==> src/rtl/qspi_ctrl.sv <==
// Quad-SPI master for one flash and two RAM devices: command on a single line,
// then address and data four bits per SPI clock.
module qspi_ctrl (
  input  logic        clk,
  input  logic        rstn,
  input  logic        start,
  input  logic [24:0] addr,
  input  logic        write,
  input  logic [1:0]  len,
  input  logic [31:0] wdata,
  output logic        busy,
  output logic        done,
  output logic        err,
  output logic [31:0] rdata,
  input  logic [3:0]  qspi_data_in,
  output logic [3:0]  qspi_data_out,
  output logic [3:0]  qspi_data_oe,
  output logic        qspi_clk_out,
  output logic        qspi_flash_select,
  output logic        qspi_ram_a_select,
  output logic        qspi_ram_b_select
);

  typedef enum logic [2:0] {IDLE, CMD, ADDR, DUMMY, DATA, DONE} state_t;

  state_t      state, state_next;
  logic        phase;
  logic [2:0]  cnt;
  logic [24:0] addr_q;
  logic        write_q;
  logic [1:0]  len_q;
  logic [31:0] wdata_q;
  logic [31:0] rdata_q;
  logic        err_q;
  logic        reject;
  logic        active;
  logic [7:0]  cmd_byte;
  logic [23:0] addr_field;
  logic [4:0]  nib_pos;

  assign reject     = start && write && !addr[24];
  assign active     = (state == CMD) || (state == ADDR) || (state == DUMMY) || (state == DATA);
  assign cmd_byte   = write_q ? 8'h38 : 8'hEB;
  assign addr_field = addr_q[24] ? {2'b00, addr_q[21:0]} : addr_q[23:0];
  // Nibble cnt maps to byte cnt/2, high nibble on even cnt.
  assign nib_pos    = {cnt[2:1], ~cnt[0], 2'b00};

  always_ff @(posedge clk or negedge rstn) begin
    if (!rstn) state <= IDLE;
    else       state <= state_next;
  end

  always_comb begin
    state_next        = state;
    busy              = (state != IDLE);
    done              = (state == DONE);
    err               = err_q;
    rdata             = rdata_q;
    qspi_data_out     = '0;
    qspi_data_oe      = '0;
    qspi_clk_out      = active && phase;
    qspi_flash_select = 1'b1;
    qspi_ram_a_select = 1'b1;
    qspi_ram_b_select = 1'b1;

    if (active) begin
      if (!addr_q[24])     qspi_flash_select = 1'b0;
      else if (addr_q[23]) qspi_ram_b_select = 1'b0;
      else                 qspi_ram_a_select = 1'b0;
    end

    unique case (state)
      IDLE: if (start && !reject) state_next = CMD;
      CMD: begin
        qspi_data_out = {3'b000, cmd_byte[3'd7 - cnt]};
        qspi_data_oe  = 4'b0001;
        if (phase && cnt == 3'd7) state_next = ADDR;
      end
      ADDR: begin
        qspi_data_out = addr_field[{3'd5 - cnt, 2'b00} +: 4];
        qspi_data_oe  = 4'b1111;
        if (phase && cnt == 3'd5) state_next = write_q ? DATA : DUMMY;
      end
      DUMMY: if (phase && cnt == 3'd5) state_next = DATA;
      DATA: begin
        if (write_q) begin
          qspi_data_out = wdata_q[nib_pos +: 4];
          qspi_data_oe  = 4'b1111;
        end
        if (phase && cnt == {len_q, 1'b1}) state_next = DONE;
      end
      DONE: state_next = IDLE;
      default: state_next = IDLE;
    endcase
  end

  always_ff @(posedge clk or negedge rstn) begin
    if (!rstn) begin
      phase   <= 1'b0;
      cnt     <= '0;
      addr_q  <= '0;
      write_q <= 1'b0;
      len_q   <= '0;
      wdata_q <= '0;
      rdata_q <= '0;
      err_q   <= 1'b0;
    end else begin
      err_q <= (state == IDLE) && reject;

      if (state_next != state || !active) begin
        phase <= 1'b0;
        cnt   <= '0;
      end else begin
        phase <= ~phase;
        if (phase) cnt <= cnt + 3'd1;
      end

      if (state == IDLE && start && !reject) begin
        addr_q  <= addr;
        write_q <= write;
        len_q   <= len;
        wdata_q <= wdata;
        if (!write) rdata_q <= '0;
      end

      // Read data is sampled on the edge that raises the SPI clock.
      if (state == DATA && !write_q && !phase)
        rdata_q[nib_pos +: 4] <= qspi_data_in;
    end
  end

endmodule
==> config.mk <==
export PLATFORM = sky130hd
export DESIGN_NAME = qspi_ctrl
export DESIGN_NICKNAME = d
export VERILOG_FILES = /design/src/rtl/qspi_ctrl.sv
export SDC_FILE = /design/constraint.sdc
export NUM_CORES = 1
export LEC_CHECK = 0
export CORE_MARGIN = 5
export CORE_UTILIZATION = 50
export CTS_CLUSTER_SIZE = 24
export DETAILED_ROUTE_END_ITERATION = 10
export GPL_TIMING_DRIVEN = 0
export PLACE_DENSITY = 0.8
export RECOVER_POWER = 100
export SLEW_MARGIN = 20
export SYNTH_ARGS = -nofsm -noshare
export SYNTH_HDL_FRONTEND = slang
export SYNTH_SLANG_ARGS = --single-unit
==> constraint.sdc <==
create_clock -name clk -period 2.95 [get_ports clk]
set_input_delay 0.59 -clock clk [delete_from_list [all_inputs] [get_ports clk]]
set_output_delay 0.59 -clock clk [all_outputs]
set_load 0.005 [all_outputs]
; ---- Word level (Yosys, flattened, before mapping)
; Cells that the tools add are included.
; Widths: inputs -> output; s select.
[word_totals]
ff_bits = 100
out_inout_bits = 47
word_cells = 83
[classes]
addsub = 4
magnitude_cmp = 1
n_eq_ne = 9
n_shift = 4
mux = 30
n_bitwise = 2
reduce_logical = 24
[op_table]
columns = operator, count
row1 = $mux 32, 3
row2 = $bwmux 32, 1
row3 = $shift 4x7->32 const A, 1
row4 = $shiftx 32x6->4, 1
row5 = $shiftx 4x7->32, 1
row6 = $mux 24, 1
row7 = $mux 3, 8
row8 = $pmux 4 s3, 2
row9 = $shiftx 24x6->4, 1
row10 = $pmux 3 s5, 1
row11 = $eq 3x3->1 const B, 4
row12 = $logic_and 1x1->1, 12
row13 = $mux 1, 10
row14 = $mux 4, 2
row15 = $mux 8, 1
row16 = $neg 5->7, 1
row17 = $eq 3x2->1 const B, 2
row18 = $sub 3x3->3 const A, 2
row19 = $logic_not 1->1, 5
row20 = $logic_or 1x1->1, 4
row21 = $lt 3x4->1 const B, 1
row22 = $add 3x1->3 const B, 1
row23 = $bmux 1 s3, 1
row24 = $eq 3x1->1 const B, 1
row25 = 6 further kinds, 7

; ---- Logic depth before layout (Yosys ltp)
[logic_depth]
word_depth = 9
mapped_depth = 10
mapped_depth_nobuf = 7

; ---- Worst setup path after synthesis
; No wires, ideal clock.
[synth_path]
path_type = reg2out
from = register cnt[1]
to = output qspi_data_out[0]
t_arrival_ps = 1914
required_ps = 2360
setup_slack_ps = 446
stages_incl_launch_ff = 9
path_buffers = 2
cell_sequence = dfrtp_1 buf_2 buf_1 inv_1 ha_1 nor2_1 a22oi_1 o22ai_1 a21o_1
[synth_between]
elab_chain_cells = 4
word_cells_on_any_way = 8
classes_between = add/sub: 2 / shift: 2 / mux: 4
[synth_rtl]
columns = element, line_no
row1 = start: declaration, 28  ; logic [2:0] cnt;
row2 = start signal: assignment, 115  ; if (phase) cnt <= cnt + 3'd1;
row3 = branches (longest 3 deep; another with $sub 3x3->3), -
row4 = $pmux 4 s3 *, 72  ; unique case (state)
row5 = end: declaration, 16  ; output logic [3:0] qspi_data_out,
; Every way passes the cells marked *. The select of a mux whose other input is x is not followed.

; ---- Final worst setup path
[layout_path]
from = register cnt[0]
to = output qspi_data_out[0]
[layout_between]
elab_chain_cells = 4
word_cells_on_any_way = 9
classes_between = add/sub: 2 / shift: 2 / mux: 4 / bitwise: 1
[layout_rtl]
columns = element, line_no
row1 = branches (longest 3 deep; another with $sub 3x3->3), -
row2 = $pmux 4 s3 *, 72
; Marked as above.

==> summary.md <==
| Metric | Value |
|---|---|
| TritonCTS clock tree | `built` |
| Die Span Y | `between 100 and 150 µm` |
| Reg-to-Reg End | `rdata[27]$_DFF_PN0_` |
| Vias | `between 3,000 and 4,000` |
| Top FF cell, synth | `dfrtp_1` |
| Worst path cell trace | `buf_4 -> buf_4 -> mux4_2 -> a22oi_1 -> o22ai_1 -> a21o_1 -> dlygate4sd2_1` |
| DIE WIDTH | `~110 µm` |
| Critical Path Most Common Cell | `buf_4` |
| Slew HR | `-0.270` |
| Post-route ant nets | `0` |
| Max cap viols | `1` |
| Total CTS buffers | `9` |
| DIE AREA | `approximately 0.012 mm²` |
| Synth cell types | `47` |
| Slew Limit Fails | `34` |
| Number of synthesized register bits | `100` |
| Maximum clock path buffer count | `2` |
| Core area | `a little over 0.009 mm²` |
| FF-to-FF Start | `cnt[1]$_DFFE_PN0P_` |
| Syn Area/Cell | `12.3 µm²` |
| DRC viols | `0` |
| Detailed Place HPWL | `approximately 8500 µm` |
| CP Capture Point | `qspi_data_out[0]` |
| Clock Latency Late Sink | `0.37 ns` |
| Root Driver | `clkbuf_8` |
| Layout Area Growth over Synthesis | `35.8%` |
| First-pass GRT wire length | `19,200 µm` |
| CTS Sinks | `100` |
| Outcome | `finished with violations` |
| Async SR Flop Fraction | `1.00` |
| Power, Total | `around 5.6 mW` |
| Crit path DAT | `2.31 ns` |
| R2R setup slack | `0.36 ns` |
| Antenna diodes | `0` |
| Worst Setup SP | `cnt[0]$_DFFE_PN0P_` |
| CTS clock-pin slew for the worst setup and hold paths | `0.10 ns` |
| Vias in the first global route | `roughly 3,900` |
| Met1 GRT Util | `0.270` |
| Crit-path slowest cell | `mux4_2` |
| Reg2Reg Depth | `9` |
| CP max stage delay | `roughly 0.5 ns` |
| DRT iter0 DRCs | `163` |
| Actual slew at the worst max-slew pin | `between 1.5 and 2 ns` |
| Crit share post-route | `0.984` |
| Lkg Pwr | `approximately 2.9 nW` |
| GRT Total Usage | `0.211` |
| Maximum fanout along the worst path | `3` |
| Final hold vios | `0` |
| Critical Path Source Type | `flip-flop` |
| Sequential fraction of the synthesis area | `0.526` |
| Largest net degree at the start of global routing | `just under 70` |
| Power Density | `867 mW/mm²` |
| Tmin final | `2.90 ns` |
| Yosys warns | `0` |
| Hold Crit Class | `reg2reg` |
| CP Capture Type | `primary output` |
| H-tree Lvls | `3` |
| Failing checks | `max-capacitance violations, max-slew violations` |
| Biggest area consumer among synthesized cells | `dfrtp_1` |
| Met3 global-route usage | `0.0564` |
| Met2 usage | `0.352` |
| GPL Wtd Cong | `0.861` |
| Gr busiest metal | `met2` |
| Final wirelength | `11,800 µm` |
| # setup viols final | `0` |
| Fmax | `344 MHz` |
| Share of the synthesized area in the top cell type | `0.526` |
| Layout Skew | `0.0126 ns` |
| Syn Inst Count | `386` |
| Post-synth EDFFs | `0` |
| Hold-fix buffers, CTS | `0` |
| Mapped cell area | `between 0.004 and 0.005 mm²` |
| Area contributors post-synth | `dfrtp_1 53%, mux2_2 12%, mux4_2 5.7%` |
| Avg Vias per Cell | `between 5 and 6` |
| GR Overflow Total | `0` |
| Initial antenna violation count | `0` |
| Placed cell area | `0.00608 mm²` |
| Syn_nets | `around 460` |
| WP data required | `between 2 and 2.5 ns` |
| DR WL/cell | `18.0 µm` |
| Critical path class | `reg2out` |
| Nets | `593` |
| Site row count | `35` |
| Cell area after layout | `around 0.0065 mm²` |
| IO Pins | `approximately 110` |
| Fraction of layout cells with a size suffix above 1 | `0.207` |
| DR pass1 iterations | `5` |
| IO Port Bufs | `113` |
| Starting Density | `0.515` |
| Max IR drop VDD | `about 0.45 mV` |
## power breakdown
| part | internal (mW) | switching, mW |
|---|---|---|
| sequential | 1.85 | 0.299 |
| clock | 0.505 | 0.473 |
| combinational | 1.38 | 1.09 |
| total | 3.74 | 1.86 |
## metal layers
layer	share of wire	vias to the layer above
met1	0.41	1807
met5	0	-
met2	0.50	128
met4	0.021	0
met3	0.065	18
li1	-	1649
## cell families (layout without fill, tap and decap cells)
| kind of cell | after synthesis | in the layout | share of synthesized area |
|---|---|---|---|
| muxes | 90 | 90 | 0.237 |
| AOI/OAI and AO/OA | 50 | 50 | 0.0623 |
| buffers and inverters | 34 | 171 | 0.0326 |
| xor gates and xnor gates | 5 | 5 | 0.00921 |
| and+or+nand+nor | 99 | 99 | 0.112 |
| DFF | 100 | 100 | 0.526 |
| adders and majority gates | 8 | 8 | 0.0210 |
## cells in the final DEF (no fill, tap or decap), drive strengths merged, types with 2 or more instances in the layout
cell           Yosys  layout
clkinv             1       2
clkbuf             9      28
nand4              5       5
o21ai             27      27
dfrtp            100     100
nor2               4       4
nand3             18      18
nand2b             6       6
nor3b              4       4
xnor2              3       3
buf               14      15
a21boi             4       4
clkdlybuf4s50      0      71
and4               2       2
o22ai              4       4
xor2               2       2
dlymetal6s2s       0       2
a22o               2       2
inv               10      11
mux2              60      60
mux4              12      12
dlygate4sd2        0       2
dlygate4sd3        0      37
nand2             44      44
ha                 8       8
a2111oi            2       2
a22oi              4       4
a21oi              5       5
mux2i             18      18
bufinv             0       2
or3b               2       2
nor3               3       3
and3               2       2
## worst min-delay path by stage
stage                           start                endpoint  slack, ns  cells past startpoint
2_1_floorplan                    rstn   addr_q[0]$_DFFE_PN0P_       0.29                      0
3_3_place_gp   wdata_q[0]$_DFFE_PN0P_  wdata_q[0]$_DFFE_PN0P_       0.47                      1
3_5_place_dp   wdata_q[0]$_DFFE_PN0P_  wdata_q[0]$_DFFE_PN0P_       0.49                      1
4_1_cts                          rstn     rdata[11]$_DFF_PN0_       0.11                      1
5_1_grt         addr_q[3]$_DFFE_PN0P_   addr_q[3]$_DFFE_PN0P_       0.52                      1
6_report       wdata_q[0]$_DFFE_PN0P_  wdata_q[0]$_DFFE_PN0P_       0.50                      1
## registers in the layout, indices dropped and copies added, names as in the netlist
register  count
state         3
cnt           3
addr_q       25
phase         1
wdata_q      32
err           1
rdata        32
write_q       1
len_q         2
## synth_stat cells, types with 2 or more instances
cell type	number
a2111oi_0	2
a21boi_0	4
a21oi_1	5
a22o_1	2
a22oi_1	4
and3_1	2
and4_1	2
buf_1	5
buf_2	4
buf_4	4
clkbuf_1	9
dfrtp_1	100
ha_1	8
inv_1	10
mux2_1	9
mux2_2	51
mux2i_1	18
mux4_2	12
nand2_1	44
nand2b_1	6
nand3_1	18
nand4_1	4
nor2_1	4
nor3_1	3
nor3b_1	3
o21ai_0	26
o22ai_1	4
xnor2_1	3
xor2_1	2
## worst max-delay path, delay by kind of cell (launching register included)
family / cells / cell delay [ns]
AO/OA/AOI/OAI: 3 / 0.51
buffers and inverters: 3 / 0.52
flip-flops: 1 / 0.42
multiplexers: 1 / 0.50
## area by class of cell
type | count | area (µm²)
Fill cell | 641 | 2780
Sequential cell | 100 | 2500
Multi-Input combinational cell | 252 | 2130
Timing Repair Buffer | 122 | 1240
Tap cell | 129 | 161
Buffer | 22 | 154
Clock buffer | 11 | 141
Clock inverter | 5 | 82.6
Inverter | 11 | 47.5
## what timing repair did
item | CTS | global route
pin swaps | 0 | 1
buffers inserted | 7 | 1
resized for setup | 25 | 9
hold endpoints to repair | 0 | 0
setup endpoints to repair | 14 | 6
## stage by stage
step	setup slack (ns)	hold slack, ns	TNS (ns)	utilization	instances
finish	0.0470	0.503	0	0.699	652
global route	-0.0129	0.520	-0.0129	0.699	652
CTS	0.00777	0.110	0	0.699	651
detailed placement	-0.577	0.486	-2.00	0.658	629
global placement	-2.32	0.473	-233.00	0.655	628
floorplan	0.446	0.294	0	-	386
Note: power is estimated with default switching activity, not from simulation.
==> edit (config.mk and constraints unchanged) <==
Register the inputs `start`, `addr`, `write`, `len`, `wdata` and `qspi_data_in` before use, with the module's reset. The logic sees them one clock later.
--- a/src/rtl/qspi_ctrl.sv
+++ b/src/rtl/qspi_ctrl.sv
@@ -23,6 +23,31 @@
 
   typedef enum logic [2:0] {IDLE, CMD, ADDR, DUMMY, DATA, DONE} state_t;
 
+  logic start_q;
+  logic [24:0] addr_r;
+  logic write_r;
+  logic [1:0] len_r;
+  logic [31:0] wdata_r;
+  logic [3:0] qspi_data_q;
+
+  always_ff @(posedge clk or negedge rstn) begin
+    if (!rstn) begin
+      start_q     <= '0;
+      addr_r      <= '0;
+      write_r     <= '0;
+      len_r       <= '0;
+      wdata_r     <= '0;
+      qspi_data_q <= '0;
+    end else begin
+      start_q     <= start;
+      addr_r      <= addr;
+      write_r     <= write;
+      len_r       <= len;
+      wdata_r     <= wdata;
+      qspi_data_q <= qspi_data_in;
+    end
+  end
+
   state_t      state, state_next;
   logic        phase;
   logic [2:0]  cnt;
@@ -38,7 +63,7 @@
   logic [23:0] addr_field;
   logic [4:0]  nib_pos;
 
-  assign reject     = start && write && !addr[24];
+  assign reject     = start_q && write_r && !addr_r[24];
   assign active     = (state == CMD) || (state == ADDR) || (state == DUMMY) || (state == DATA);
   assign cmd_byte   = write_q ? 8'h38 : 8'hEB;
   assign addr_field = addr_q[24] ? {2'b00, addr_q[21:0]} : addr_q[23:0];
@@ -70,7 +95,7 @@
     end
 
     unique case (state)
-      IDLE: if (start && !reject) state_next = CMD;
+      IDLE: if (start_q && !reject) state_next = CMD;
       CMD: begin
         qspi_data_out = {3'b000, cmd_byte[3'd7 - cnt]};
         qspi_data_oe  = 4'b0001;
@@ -115,17 +140,17 @@
         if (phase) cnt <= cnt + 3'd1;
       end
 
-      if (state == IDLE && start && !reject) begin
-        addr_q  <= addr;
-        write_q <= write;
-        len_q   <= len;
-        wdata_q <= wdata;
-        if (!write) rdata_q <= '0;
+      if (state == IDLE && start_q && !reject) begin
+        addr_q  <= addr_r;
+        write_q <= write_r;
+        len_q   <= len_r;
+        wdata_q <= wdata_r;
+        if (!write_r) rdata_q <= '0;
       end
 
       // Read data is sampled on the edge that raises the SPI clock.
       if (state == DATA && !write_q && !phase)
-        rdata_q[nib_pos +: 4] <= qspi_data_in;
+        rdata_q[nib_pos +: 4] <= qspi_data_q;
     end
   end
 
Behaviour: not the same (Yosys sat finds a counterexample within 4 cycles, from zero or initial values and one cycle with rstn low).
==> edit against the original RTL <==
Routed wire length increased by 19%. Maximum frequency increased by 0.78%. Cell area increased by 31%. Area after synthesis increased by 33%. Sequential cell count increased by 65. Worst setup slack improved by 0.022 ns. Die area increased by 30%. Total power increased by 33%. Critical endpoint is now qspi_data_out[3]. Largest power group is now registers.
==> edit: results (changes against the original RTL) <==
# resized after CTS 28 (was 25); Int Pwr 5270 uW (was 3740 uW); Worst-Skew Late Latency 0.42 ns (was 0.37 ns); initial DRC count 308 (was 163); status finished clean (was finished, violations left); synth top area cells dfrtp_1 65%, mux2_2 8.0%, mux4_2 4.3% (was dfrtp_1 53%, mux2_2 12%, mux4_2 5.7%); critical path arrival 2.29 ns (was 2.31 ns); Met2 Wirelength 7.03 mm (was 5.91 mm); post-synth cell types 49 (was 47); Post-CTS Setup Inserts 4 (was 7); DRT Wirelength 13.9 mm (was 11.8 mm); sequential fraction of the synthesis area 65.1% (was 52.6%); Clock Pin Slew Worst Setup and Hold Paths 0.07 ns (was 0.10 ns); routed vias 4,064 (was 3,602); largest net degree at the start of global routing 109 (was 68); NumNets Final 663 (was 593); Synth Area in Compound Gates 4.24% (was 6.23%); Detail Placement HPWL 9.66 mm (was 8.53 mm); cts bufs inserted 17 (was 9); detailed-routing iteration count for the pre-antenna-repair pass 4 (was 5); Synth top cells by count 165 x dfrtp_1, 45 x mux2_2, 44 x nand2_1 (was 100 x dfrtp_1, 51 x mux2_2, 44 x nand2_1); proportion of layout cells with a drive suffix above 1 20.3% (was 20.7%); post-synthesis adder-cell area fraction 1.58% (was 2.10%); r2r endpoint rdata[29] (was rdata[27]); r2r setup slk 0.39 ns (was 0.36 ns); xor/xnor share of the synthesized area 0.552% (was 0.921%); placed inst area 7720 um^2 (was 6080 um^2); Slew HR 6.69% (was -27.0%); Place WS -0.972 ns (was -0.577 ns)
==> edit: changes by cell type after synthesis, sizes merged, moves of 3 or more <==
| cell | unedited run | this run |
|---|---|---|
| a21oi | 5 | 1 |
| nor2 | 4 | 7 |
| dfrtp | 100 | 165 |
| nor2b | 0 | 3 |
==> edit: layout make-up <==
class	count	area [um^2]
Fill cell	879	4060
Multi-Input combinational cell	253	2130
Timing Repair Buffer	122	1190
Clock inverter	14	189
Tap cell	172	215
Buffer	20	139
Inverter	9	40.0
Sequential cell	165	4130
Clock buffer	18	429
==> edit: critical path, cell delays in order, from the launching register on <==
cell	delay, ns
dfrtp_2	0.46
buf_8	0.19
mux4_2	0.54
mux2i_2	0.23
o22ai_1	0.15
dlygate4sd2_1	0.30
==> edit: power by group through the flow <==
stage          combinational, uW  clock, uW  sequential (uW)
3_3_place_gp                1820          0             3060
2_1_floorplan               1320          0             2980
4_1_cts                     2030       2330             3080
5_1_grt                     2270       2440             3140
3_5_place_dp                1890          0             3090
6_report                    2070       2300             3080
